<file path="src/rtl/alu_pkg.sv">
// Shared definitions for the ALU and its sequencer: command encodings,
// sequencer FSM states and the response-capture masking rule.
package alu_pkg;

    localparam int ALU_W = 32;

    typedef enum logic [2:0] {
        CMD_ADD  = 3'd0,
        CMD_SUB  = 3'd1,
        CMD_XOR  = 3'd2,
        CMD_SLT  = 3'd3,
        CMD_AND  = 3'd4,
        CMD_NAND = 3'd5,
        CMD_NOR  = 3'd6,
        CMD_OR   = 3'd7
    } alu_cmd_e;

    typedef enum logic [1:0] {
        IDLE   = 2'd0,
        SETTLE = 2'd1,
        RESP   = 2'd2
    } seq_state_e;

    typedef struct packed {
        logic [ALU_W-1:0] result;
        logic             carry;
        logic             overflow;
        logic             zero;
    } alu_rsp_t;

    // Flags that are meaningless for a command are forced low; zero always
    // reflects the result actually returned, never the ALU's own zero flag.
    function automatic alu_rsp_t mask_result(input alu_cmd_e         cmd,
                                             input logic [ALU_W-1:0] out,
                                             input logic             carry,
                                             input logic             overflow);
        alu_rsp_t r;
        r.result   = out;
        r.carry    = 1'b0;
        r.overflow = 1'b0;
        case (cmd)
            CMD_ADD, CMD_SUB: begin
                r.carry    = carry;
                r.overflow = overflow;
            end
            CMD_SLT: begin
                r.result   = {{(ALU_W-1){1'b0}}, out[0]};
                r.overflow = overflow;
            end
            default: ;
        endcase
        r.zero = (r.result == '0);
        return r;
    endfunction

endpackage

</file>
<file path="src/rtl/alu_sequencer_settle_timer.sv">
// Down-counter that times the ALU settle window: load, count down to zero, hold.
module settle_timer (
    input  logic       clk,
    input  logic       reset_n,
    input  logic       load,
    input  logic [7:0] load_val,
    input  logic       dec,
    output logic       done
);

    logic [7:0] count_reg;
    logic [7:0] count_next;

    always_comb begin
        count_next = count_reg;
        if (load) begin
            count_next = load_val;
        end else if (dec && (count_reg != 8'd0)) begin
            count_next = count_reg - 8'd1;
        end
    end

    always_ff @(posedge clk or negedge reset_n) begin
        if (!reset_n) begin
            count_reg <= 8'd0;
        end else begin
            count_reg <= count_next;
        end
    end

    assign done = (count_reg == 8'd0);

endmodule

</file>
<file path="src/rtl/alu_sequencer.sv">
// Request/response front end for the gate-level ALU: registers operands,
// waits out the ripple settle window, then returns masked result and flags.
module alu_sequencer
    import alu_pkg::*;
#(
    parameter int SETTLE_CYCLES = 4,
    parameter int CNT_W         = 16
) (
    input  logic             clk,
    input  logic             reset_n,
    input  logic             req_valid,
    output logic             req_ready,
    input  logic [ALU_W-1:0] req_a,
    input  logic [ALU_W-1:0] req_b,
    input  logic [2:0]       req_cmd,
    output logic             rsp_valid,
    input  logic             rsp_ready,
    output logic [ALU_W-1:0] rsp_result,
    output logic             rsp_carry,
    output logic             rsp_overflow,
    output logic             rsp_zero,
    output logic [ALU_W-1:0] alu_a,
    output logic [ALU_W-1:0] alu_b,
    output logic [2:0]       alu_cmd,
    input  logic [ALU_W-1:0] alu_out,
    input  logic             alu_carry,
    input  logic             alu_overflow,
    input  logic             alu_zero,
    output logic             busy,
    output logic [CNT_W-1:0] ops_done
);

    localparam logic [7:0] SETTLE_LOAD = 8'(SETTLE_CYCLES - 1);

    seq_state_e       state_reg,     state_next;
    logic             req_ready_reg, req_ready_next;
    logic             rsp_valid_reg, rsp_valid_next;
    alu_rsp_t         rsp_reg,       rsp_next;
    logic [ALU_W-1:0] alu_a_reg,     alu_a_next;
    logic [ALU_W-1:0] alu_b_reg,     alu_b_next;
    alu_cmd_e         alu_cmd_reg,   alu_cmd_next;
    logic [CNT_W-1:0] ops_done_reg,  ops_done_next;

    logic timer_load;
    logic timer_dec;
    logic timer_done;

    // The ALU's zero flag is ignored: zero is rebuilt from the masked result.
    logic unused_alu_zero;
    assign unused_alu_zero = alu_zero;

    settle_timer u_settle_timer (
        .clk      (clk),
        .reset_n  (reset_n),
        .load     (timer_load),
        .load_val (SETTLE_LOAD),
        .dec      (timer_dec),
        .done     (timer_done)
    );

    always_comb begin
        state_next    = state_reg;
        rsp_next      = rsp_reg;
        alu_a_next    = alu_a_reg;
        alu_b_next    = alu_b_reg;
        alu_cmd_next  = alu_cmd_reg;
        ops_done_next = ops_done_reg;
        timer_load    = 1'b0;
        timer_dec     = 1'b0;

        case (state_reg)
            IDLE: begin
                if (req_valid && req_ready_reg) begin
                    alu_a_next   = req_a;
                    alu_b_next   = req_b;
                    alu_cmd_next = alu_cmd_e'(req_cmd);
                    timer_load   = 1'b1;
                    state_next   = SETTLE;
                end
            end
            SETTLE: begin
                if (timer_done) begin
                    rsp_next   = mask_result(alu_cmd_reg, alu_out, alu_carry, alu_overflow);
                    state_next = RESP;
                end else begin
                    timer_dec = 1'b1;
                end
            end
            RESP: begin
                if (rsp_ready) begin
                    ops_done_next = ops_done_reg + CNT_W'(1);
                    state_next    = IDLE;
                end
            end
            default: state_next = IDLE;
        endcase

        // Handshake flags are registered copies of the upcoming state, so a
        // completed response cannot also accept a request on the same edge.
        req_ready_next = (state_next == IDLE);
        rsp_valid_next = (state_next == RESP);
    end

    always_ff @(posedge clk or negedge reset_n) begin
        if (!reset_n) begin
            state_reg     <= IDLE;
            req_ready_reg <= 1'b0;
            rsp_valid_reg <= 1'b0;
            rsp_reg       <= '0;
            alu_a_reg     <= '0;
            alu_b_reg     <= '0;
            alu_cmd_reg   <= CMD_ADD;
            ops_done_reg  <= '0;
        end else begin
            state_reg     <= state_next;
            req_ready_reg <= req_ready_next;
            rsp_valid_reg <= rsp_valid_next;
            rsp_reg       <= rsp_next;
            alu_a_reg     <= alu_a_next;
            alu_b_reg     <= alu_b_next;
            alu_cmd_reg   <= alu_cmd_next;
            ops_done_reg  <= ops_done_next;
        end
    end

    assign req_ready    = req_ready_reg;
    assign rsp_valid    = rsp_valid_reg;
    assign rsp_result   = rsp_reg.result;
    assign rsp_carry    = rsp_reg.carry;
    assign rsp_overflow = rsp_reg.overflow;
    assign rsp_zero     = rsp_reg.zero;
    assign alu_a        = alu_a_reg;
    assign alu_b        = alu_b_reg;
    assign alu_cmd      = alu_cmd_reg;
    assign busy         = (state_reg != IDLE);
    assign ops_done     = ops_done_reg;

endmodule

</file>
<file path="config.mk">
export PLATFORM = sky130hd
export DESIGN_NAME = alu_sequencer
export DESIGN_NICKNAME = d
export VERILOG_FILES = /design/src/rtl/alu_pkg.sv /design/src/rtl/alu_sequencer_settle_timer.sv /design/src/rtl/alu_sequencer.sv
export SDC_FILE = /design/constraint.sdc
export NUM_CORES = 1
export LEC_CHECK = 0
export CAP_MARGIN = 10
export CORE_ASPECT_RATIO = 1.2
export CORE_MARGIN = 1
export CORE_UTILIZATION = 33
export CTS_CLUSTER_DIAMETER = 200
export DETAILED_ROUTE_END_ITERATION = 8
export GPL_TIMING_DRIVEN = 0
export PLACE_DENSITY = 0.68
export SLEW_MARGIN = 30
export SYNTH_ARGS = -nofsm -noshare
export SYNTH_HDL_FRONTEND = slang
export SYNTH_SLANG_ARGS = --single-unit
</file>
<file path="constraint.sdc">
create_clock -name clk -period 2.1 [get_ports clk]
set_clock_uncertainty 0.05 [all_clocks]
set_input_delay 0.315 -clock clk [delete_from_list [all_inputs] [get_ports clk]]
set_output_delay 0.315 -clock clk [all_outputs]
set_load 0.005 [all_outputs]
</file>
# --- Word-level counts from Yosys, hierarchy flattened ---
# Index checks and enable logic that the tools add are counted.
word_totals:
  in_bits: 106
  regBits: 130
  output_inout_bits: 121
  word_cells: 49
op_classes:
  addsub: 2
  n_eq_ne: 5
  reduce_logical: 15
  muxes: 15
op_table:
  columns: ["operator", "n"]
  rows:
  - ["32-bit 2-to-1 mux", 3]
  - ["32-bit zero test", 1]
  - ["16-bit by 1-bit adder with 16-bit output (second input constant)", 1]
  - ["8-bit 2-to-1 mux", 2]
  - ["8-bit zero test", 1]
  - ["8-bit nonzero test", 1]
  - ["8-bit by 1-bit subtractor with 8-bit output (second input constant)", 1]
  - ["1-bit 2-to-1 mux", 6]
  - ["2-bit 2-to-1 mux", 3]
  - ["2-bit one-hot mux with 3 select lines", 1]
  - ["2-bit AND reduction", 3]
  - ["2-bit equality test (second input constant)", 2]
  - ["2-bit zero test", 2]
  - ["2-bit nonzero test", 2]
  - ["3-bit by 1-bit equality test with 1-bit output (second input constant)", 1]
  - ["3-bit by 2-bit equality test with 1-bit output (second input constant)", 1]
  - ["3-bit zero test", 1]
  - ["3-bit OR reduction", 1]
  - ["2-bit by 1-bit equality test with 1-bit output (second input constant)", 1]
  - ["1-bit logical AND", 2]
  - ["2-bit OR reduction", 1]

# --- Depth between registers and ports, before layout ---
# Gate-level depths: netlist of run 1.
logic_depth:
  word_depth: 6
  ltp_mapped: 8
  ltp_nobuf: 6

# --- Hierarchy ---
# From an unflattened synthesis of run 1, not the netlist that was laid out.
hier_totals:
  cells_unflattened: 374
  hier_area_um2: 5605.4
by_module_without_submodules:
  columns: ["mod", "seq_area_each_um2", "area_per_inst_um2", "cells_per_inst", "n_inst"]
  rows:
  - ["alu_sequencer", 3052.9, 5077.4, 316, 1]
  - ["settle_timer", 200.2, 528.0, 58, 1]

# --- Worst setup path before layout of run 1 ---
# Ideal clock, no wire load.
synth_timing:
  path_type: "register -> register"
  startpoint: "reg u_settle_timer.count_reg[2]"
  endpoint: "reg rsp_reg (netlist bit rsp_overflow)"
  period_less_slack_ps: 2140
  n_path_buf: 3
  stages_incl_launch_ff: 8
  setup_time_ps: 117
  required_time_ps: 1933
  setup_slack_ps: -40
  arrival_ps: 1973
  cell_sequence: "dfrtp_1 or4_1 buf_2 or4_4 buf_6 buf_6 nand2_1 nand2_1"
synth_via:
  elab_chain_len: 2
synth_rtl:
  columns: ["element", "line_no", "text"]
  rows:
  - ["start, declared", "alu_sequencer_settle_timer.sv:11", "logic [7:0] count_reg;"]
  - ["start signal, assigned", "alu_sequencer_settle_timer.sv:27", "count_reg <= count_next;"]
  - ["8-bit zero test", "alu_sequencer_settle_timer.sv:31", "assign done = (count_reg == 8'd0);"]
  - ["2-bit AND reduction (no source line)", null, null]
  - ["end signal, assigned", "alu_sequencer.sv:118", "rsp_reg <= rsp_next;"]
  - ["end, declared", "alu_sequencer.sv:38", "alu_rsp_t rsp_reg, rsp_next;"]
# No other way between the ends.
# A chain may end at the register's enable or synchronous reset.

# --- Worst setup path in the final report of run 1 ---
layout_timing:
  startpoint: "reg u_settle_timer.count_reg[2]"
  endpoint: "reg rsp_reg (netlist bit rsp_result[16])"
# The elaborated chain is that of the path after synthesis.

==> reports/metrics.cfg, run 1 <==
[pwr]
finalPower_mw = 11.4
power_leakage_nw = 4.01
p_per_area_nw_per_um2 = 1330
ir_drop_v = 0.000576

[yosys]
syn_area_um2 = 5250
synthCells = 563
ys_types = 32
yosysWarnings = 0
syn_avg_cell_area_um2 = 9.33
synth_top_family_by_area = simple AND/OR/NAND/NOR gates
ys_ff_latch = 130
synth-xor-area-share_pct = 2.83
yosysSeqAreaShare_pct = 61.9
synth.top_cell.area_share_pct = 61.9
syn-num-nets = 671
synth_compound_area_share_pct = 2.00
synth_mux_area_share_pct = 0.381
ys_top_cells_by_area = dfrtp_1 62%, nand2_1 20%, nand3_1 3.4%
yosysTopAreaCell = dfrtp_1
synth_simple_gate_area_share_pct = 29.6
synthAdderAreaFrac_pct = 0.476

[floorplanning]
num_rows = 50
ios = 227
coreArea_um2 = 15600
fp.dieH_um = 140
die-area_um2 = 16400
start_util_pct = 33.7
die_w_um = 117

[detailed_routing]
dr.max_layer_used = met4
wire_per_inst_um = 13.7
first_pass_iters = 4
vias = 4687
via_per_inst = 4.52
postRouteAntennaNets = 0
drc = 0
wl_um = 14200
drt_iter0_markers = 170
wl_met1_um = 5780
dr_wl_met2_um = 7130
met3_length_um = 1120

[worst_hold_path]
worstHoldStart = req_b[24]
holdCritPathClass = input pin to flop

[timing]
hold_viol = 0
max_freq_mhz = 475
fin_crit_ns = 2.10
finalSetupViolCount = 3
hold_ws_ns = 0.375
finalMaxSlewViolations = 0
finalCritPeriodShare_pct = 100
worst_slack_ns = -0.00411
slew_headroom_pct = 50.1
setup_tns_ns = -0.0110
rsz0062_at_grt = yes
tightest_slew_ns = 0.743

[worst_setup_path]
r2r_start = u_settle_timer.count_reg[2]
crit_start = u_settle_timer.count_reg[2]
cp_max_fo = 9
critical-path-max-stage-delay_ns = 0.59
worstPathArrival_ns = 2.35
start_kind = flop
crit_required_ns = 2.34
crit_path_end_kind = flop
crit_path_cell_trace = or4_4 -> or4_4 -> buf_8 -> clkbuf_16 -> nand2_1 -> nand2_1
crit_slowest_cell = or4_4
crit_type = flop to flop

[global_route]
antenna_found_initial = 0
grt_max_degree = 75
grt_usage_pct = 18.0
first_global_vias = 4637
grt_pass1_wl_um = 22700
grt-ovfl-total = 0

[final_layout]
area_growth_pct = 63.2
fin_cells = 1037
post-route-util_pct = 55.0
nets = 924
num-fill-cells = 1413
design_area_um2 = 8570
num_antenna_cells = 0
final_layout_size_suffix_gt1_share_pct = 7.96

[clocking]
clockBufferDepth = 2
clk_pin_slew_ns = 0.06
numCtsBuffers = 17
clockRootBuffer = clkbuf_16
clkSinkCount = 130
clock_latency_ns = 0.41
htreeDepth = 4
cts_tree = yes

[placement]
gp_congestion = 0.725
dpl.hpwl_um = 9790
pre_cts_ws_ns = -0.140
dpl_cell_area_um2 = 7800
portBuffers = 225
place_inst = 997

[run]
drv_cap = 0

[outcome]
status = finished, violations left
violations = negative setup slack

## power breakdown
part           total [mW]  switching (mW)  internal, mW
combinational        4.21            1.72          2.49
sequential           4.17           0.618          3.55
clock                3.02            1.07          1.96
## cells in the mapped netlist
cell / n
o31ai_2: 1
nand2b_1: 5
dfrtp_1: 130
nand3b_1: 2
xor2_1: 2
nor4_4: 1
nand4b_1: 2
clkbuf_1: 19
inv_1: 4
mux2i_1: 2
buf_2: 5
nand2_1: 283
or2_2: 2
ha_1: 2
nor2_1: 10
o311ai_0: 2
nor3_1: 2
and4_1: 2
xnor2_1: 15
nand4_1: 7
o21ai_0: 5
o311ai_2: 1
nor4_1: 9
a22o_1: 1
nor2b_1: 1
buf_6: 3
nand3_1: 36
o41ai_1: 2
or4_4: 1
o211ai_1: 1
and3_1: 3
or4_1: 2
## worst paths after layout
check,cells past startpoint,to,slack (ns)
worst max-delay path,6,rsp_result[16],-0.004
min in group asynchronous,2,ops_done[15],0.42
worst max register to register,6,rsp_result[16],-0.004
max in group asynchronous,3,alu_cmd[1],0.91
worst min register to register,2,rsp_result[25],0.41
worst min-delay path,3,alu_b[24],0.38
## layout by cell type (no fill, tap or decap), types with 3 or more instances in the layout
master,n
clkbuf_2,5
buf_8,4
inv_1,4
o21ai_0,5
clkbuf_1,15
nor4_1,9
bufinv_16,3
nand2_2,4
nand3_1,36
clkdlybuf4s50_1,224
and3_1,3
xnor2_1,15
nand4_1,7
buf_4,8
nand2_1,278
clkbuf_8,3
nand2b_1,5
dfrtp_1,129
nor2_1,10
clkbuf_16,19
clkinv_2,3
buf_2,4
## cell type report
cell class                 instances  area, um2  area share (%)
inverter                           4       15.0           0.175
timing repair buffer             237       2400            28.1
clock buffer                      23        478            5.58
buffer                            24        135            1.58
clock inverter                     9        129            1.50
multi-input combinational        402       1900            22.1
sequential                       130       3250            38.0
tap                              208        260            3.04
## worst max-delay path: cells and delay by family, from the launching register on
family | cells | cell delay (ns)
AND/OR/NAND/NOR | 4 | 1.22
flip-flops | 1 | 0.40
buffers and inverters | 2 | 0.32
## logic make-up after synthesis
kind of cell | Yosys count
AND/OR/NAND/NOR | 368
multiplexers | 2
flip-flops | 130
buffers and inverters | 31
AO/OA/AOI/OAI | 13
adder cells (fa/ha/maj) | 2
XOR/XNOR | 17
## per-layer routing
layer | vias to the layer above | global-route usage [%]
li1 | 2318 | -
met2 | 153 | 29.4
met3 | 13 | 6.53
met5 | - | 0
met1 | 2203 | 21.8
met4 | 0 | 5.73
## repair_timing
| item | in CTS | in global routing |
|---|---|---|
| gates cloned | 0 | 2 |
| resized for setup | 2 | 21 |
| endpoints found under the setup margin | 34 | 92 |
| buffers inserted | 6 | 2 |
| hold buffers | 1 | 0 |
| hold endpoints to repair | 73 | 0 |
| pin swaps | 1 | 6 |
No activity file was read; power rests on OpenSTA's default activity.
==> run 2: changes to the inputs <==
--- a/config.mk
+++ b/config.mk
@@ -11,8 +11,8 @@
 export CORE_UTILIZATION = 33
 export CTS_CLUSTER_DIAMETER = 200
 export DETAILED_ROUTE_END_ITERATION = 8
+export DONT_BUFFER_PORTS = 1
 export GPL_TIMING_DRIVEN = 0
-export PLACE_DENSITY = 0.68
 export SLEW_MARGIN = 30
 export SYNTH_ARGS = -nofsm -noshare
 export SYNTH_HDL_FRONTEND = slang
==> run 2 against run 1 <==
The flow finishes with violations (negative hold slack). Maximum frequency grew 2.8%. Count of clock-buffer cells in the layout decreased by 4. Die area unchanged. Global-route usage shrank 0.30 points. Hold slack worse by 0.83 ns. Wire length grew 0.50%. Non-clock buffer count fell by 125. Flip-flop and latch count did not move. Cell count decreased by 12%. First-iteration DRC count increased by 26%. Worst setup slack improved by 0.057 ns.
==> reports/metrics.cfg, run 2 (same netlist as run 1, synthesis figures left out) <==
[outcome]
status = finished, violations left
violations = negative hold slack

[worst_setup_path]
crit_path_end_kind = flop
cp_max_fo = 10
critical_path.top_delay_family = simple AND/OR/NAND/NOR gates
crit_path_cell_trace = or4_4 -> or4_4 -> buf_8 -> buf_6 -> nand2_1 -> nand2_1
crit_slowest_cell = or4_4
r2r_start = u_settle_timer.count_reg[2]
crit_start = u_settle_timer.count_reg[2]
start_kind = flop
crit_type = flop to flop
worstPathArrival_ns = 2.30
crit_required_ns = 2.35
cp.buffers_inverters = 2
rr_worst_depth = 6
critical-path-max-stage-delay_ns = 0.56
cp.depth = 6

[pwr]
p_per_area_nw_per_um2 = 1330
p_sw_mw = 3.24
p_seq_share_pct = 46.3
power.internal_mw = 6.44
power_leakage_nw = 3.52
finalPower_mw = 9.67
power_frac_clock_pct = 32.1
switching_share_pct = 33.5
ir_drop_v = 0.000494
comb_power_share_pct = 21.6

[timing]
hold_viol = 130
finalMaxSlewViolations = 0
fin_crit_ns = 2.05
finalSetupViolCount = 0
max_freq_mhz = 488
hold_ws_ns = -0.455
finalCritPeriodShare_pct = 97.5
worst_slack_ns = 0.0526
tightest_slew_ns = 0.709
rsz0062_at_grt = no
slew_headroom_pct = 52.3

[final_layout]
num-fill-cells = 1420
area_growth_pct = 38.0
multiInputGateArea_um2 = 1890
post-route-util_pct = 46.5
layout_common_cells = 282 x nand2_1, 130 x dfrtp_1, 101 x dlygate4sd3_1, 36 x nand3_1, 19 x clkbuf_1
nets = 799
num_antenna_cells = 0
fin_cells = 912
design_area_um2 = 7250
mostFrequentLayoutCell = nand2_1
final_layout_size_suffix_gt1_share_pct = 8.24
regArea_um2 = 3250

[floorplanning]
die-area_um2 = 16400
num_rows = 50
coreArea_um2 = 15600
fp.dieH_um = 140
die_w_um = 117
start_util_pct = 33.7
ios = 227

[detailed_routing]
drt_iter0_markers = 214
wl_um = 14300
wire_per_inst_um = 15.6
via_per_inst = 4.78
postRouteAntennaNets = 0
drc = 0
vias = 4355
first_pass_iters = 5

[global_route]
grt_pass1_wl_um = 22100
grt_usage_pct = 17.7
grt_max_degree = 131
antenna_found_initial = 0
grt-ovfl-total = 0
first_global_vias = 4565

[placement]
dpl_cell_area_um2 = 5520
portBuffers = 0
gp_congestion = 0.762
place_inst = 771
pre_cts_ws_ns = -0.120
dpl.hpwl_um = 8940

[clocking]
clkSinkCount = 130
clockRootBuffer = clkbuf_16
cts_tree = yes
cts.hold.buffers_added = 101
clock_latency_ns = 0.41
clockBufferDepth = 2
htreeDepth = 4
numCtsBuffers = 17
clk_pin_slew_ns = 0.06

[run]
drv_cap = 0

[worst_hold_path]
holdCritPathClass = input pin to asynchronous set/reset pin

==> run 2: cell count changes in the layout (fill, tap and decap cells not counted), moves of 3 or more <==
cell             change
clkdlybuf4s50_1    -224
clkbuf_2             -4
clkbuf_8             -3
dlygate4sd3_1      +100
nand2_1              +4
clkbuf_1             +4
buf_8                -3
nand2_2              -3
==> run 2: repair_timing <==
action / CTS / global route
endpoints found under the hold margin: 232 / 130
setup endpoints to repair: 64 / 39
resized for setup: 1 / 8
setup buffers: 9 / 1
pin swaps: 1 / 2
==> run 2: path summary, 6_finish.rpt <==
| check | to | slack, ns |
|---|---|---|
| worst min register to register | rsp_result[25] | 0.45 |
| max in group asynchronous | alu_a[18] | 2.25 |
| worst max register to register | rsp_result[21] | 0.05 |
| min in group clk | rsp_overflow | 0.05 |
| worst min-delay path | ops_done[13] | -0.45 |
| worst max-delay path | rsp_result[21] | 0.05 |
==> run 2: final cells by class <==
type	instances	share of cell area, %
buffer	25	1.74
clock inverter	13	2.55
tap	208	3.59
multi-input combinational	402	26.1
clock buffer	19	5.97
timing repair buffer	111	15.0
sequential	130	44.9
inverter	4	0.207
==> run 2: stage by stage <==
step	setup TNS [ns]	hold WS, ns
floorplan	0	-0.0306
finish	0	-0.455
global placement	-2.63	-0.0281
CTS	0	-0.481
global route	0	-0.487
detailed placement	-4.00	-0.0281
==> run 2: routing by layer <==
| layer | vias up | track usage [%] | share of wire (%) |
|---|---|---|---|
| met2 | 194 | 30.9 | 51 |
| li1 | 2066 | - | - |
| met3 | 33 | 5.93 | 7.9 |
| met1 | 2062 | 18.9 | 39 |
| met5 | - | 0 | 0 |
| met4 | 0 | 7.93 | 2.3 |
==> run 2: power groups by stage <==
| stage | combinational, mW | sequential, mW | clock (mW) |
|---|---|---|---|
| after floorplan | 1.40 | 4.23 | 0 |
| after detailed placement | 1.77 | 4.52 | 0 |
| after global placement | 1.63 | 4.49 | 0 |
| after CTS | 2.02 | 4.47 | 3.19 |
| after global routing | 2.40 | 4.63 | 3.30 |
| final | 2.09 | 4.48 | 3.10 |
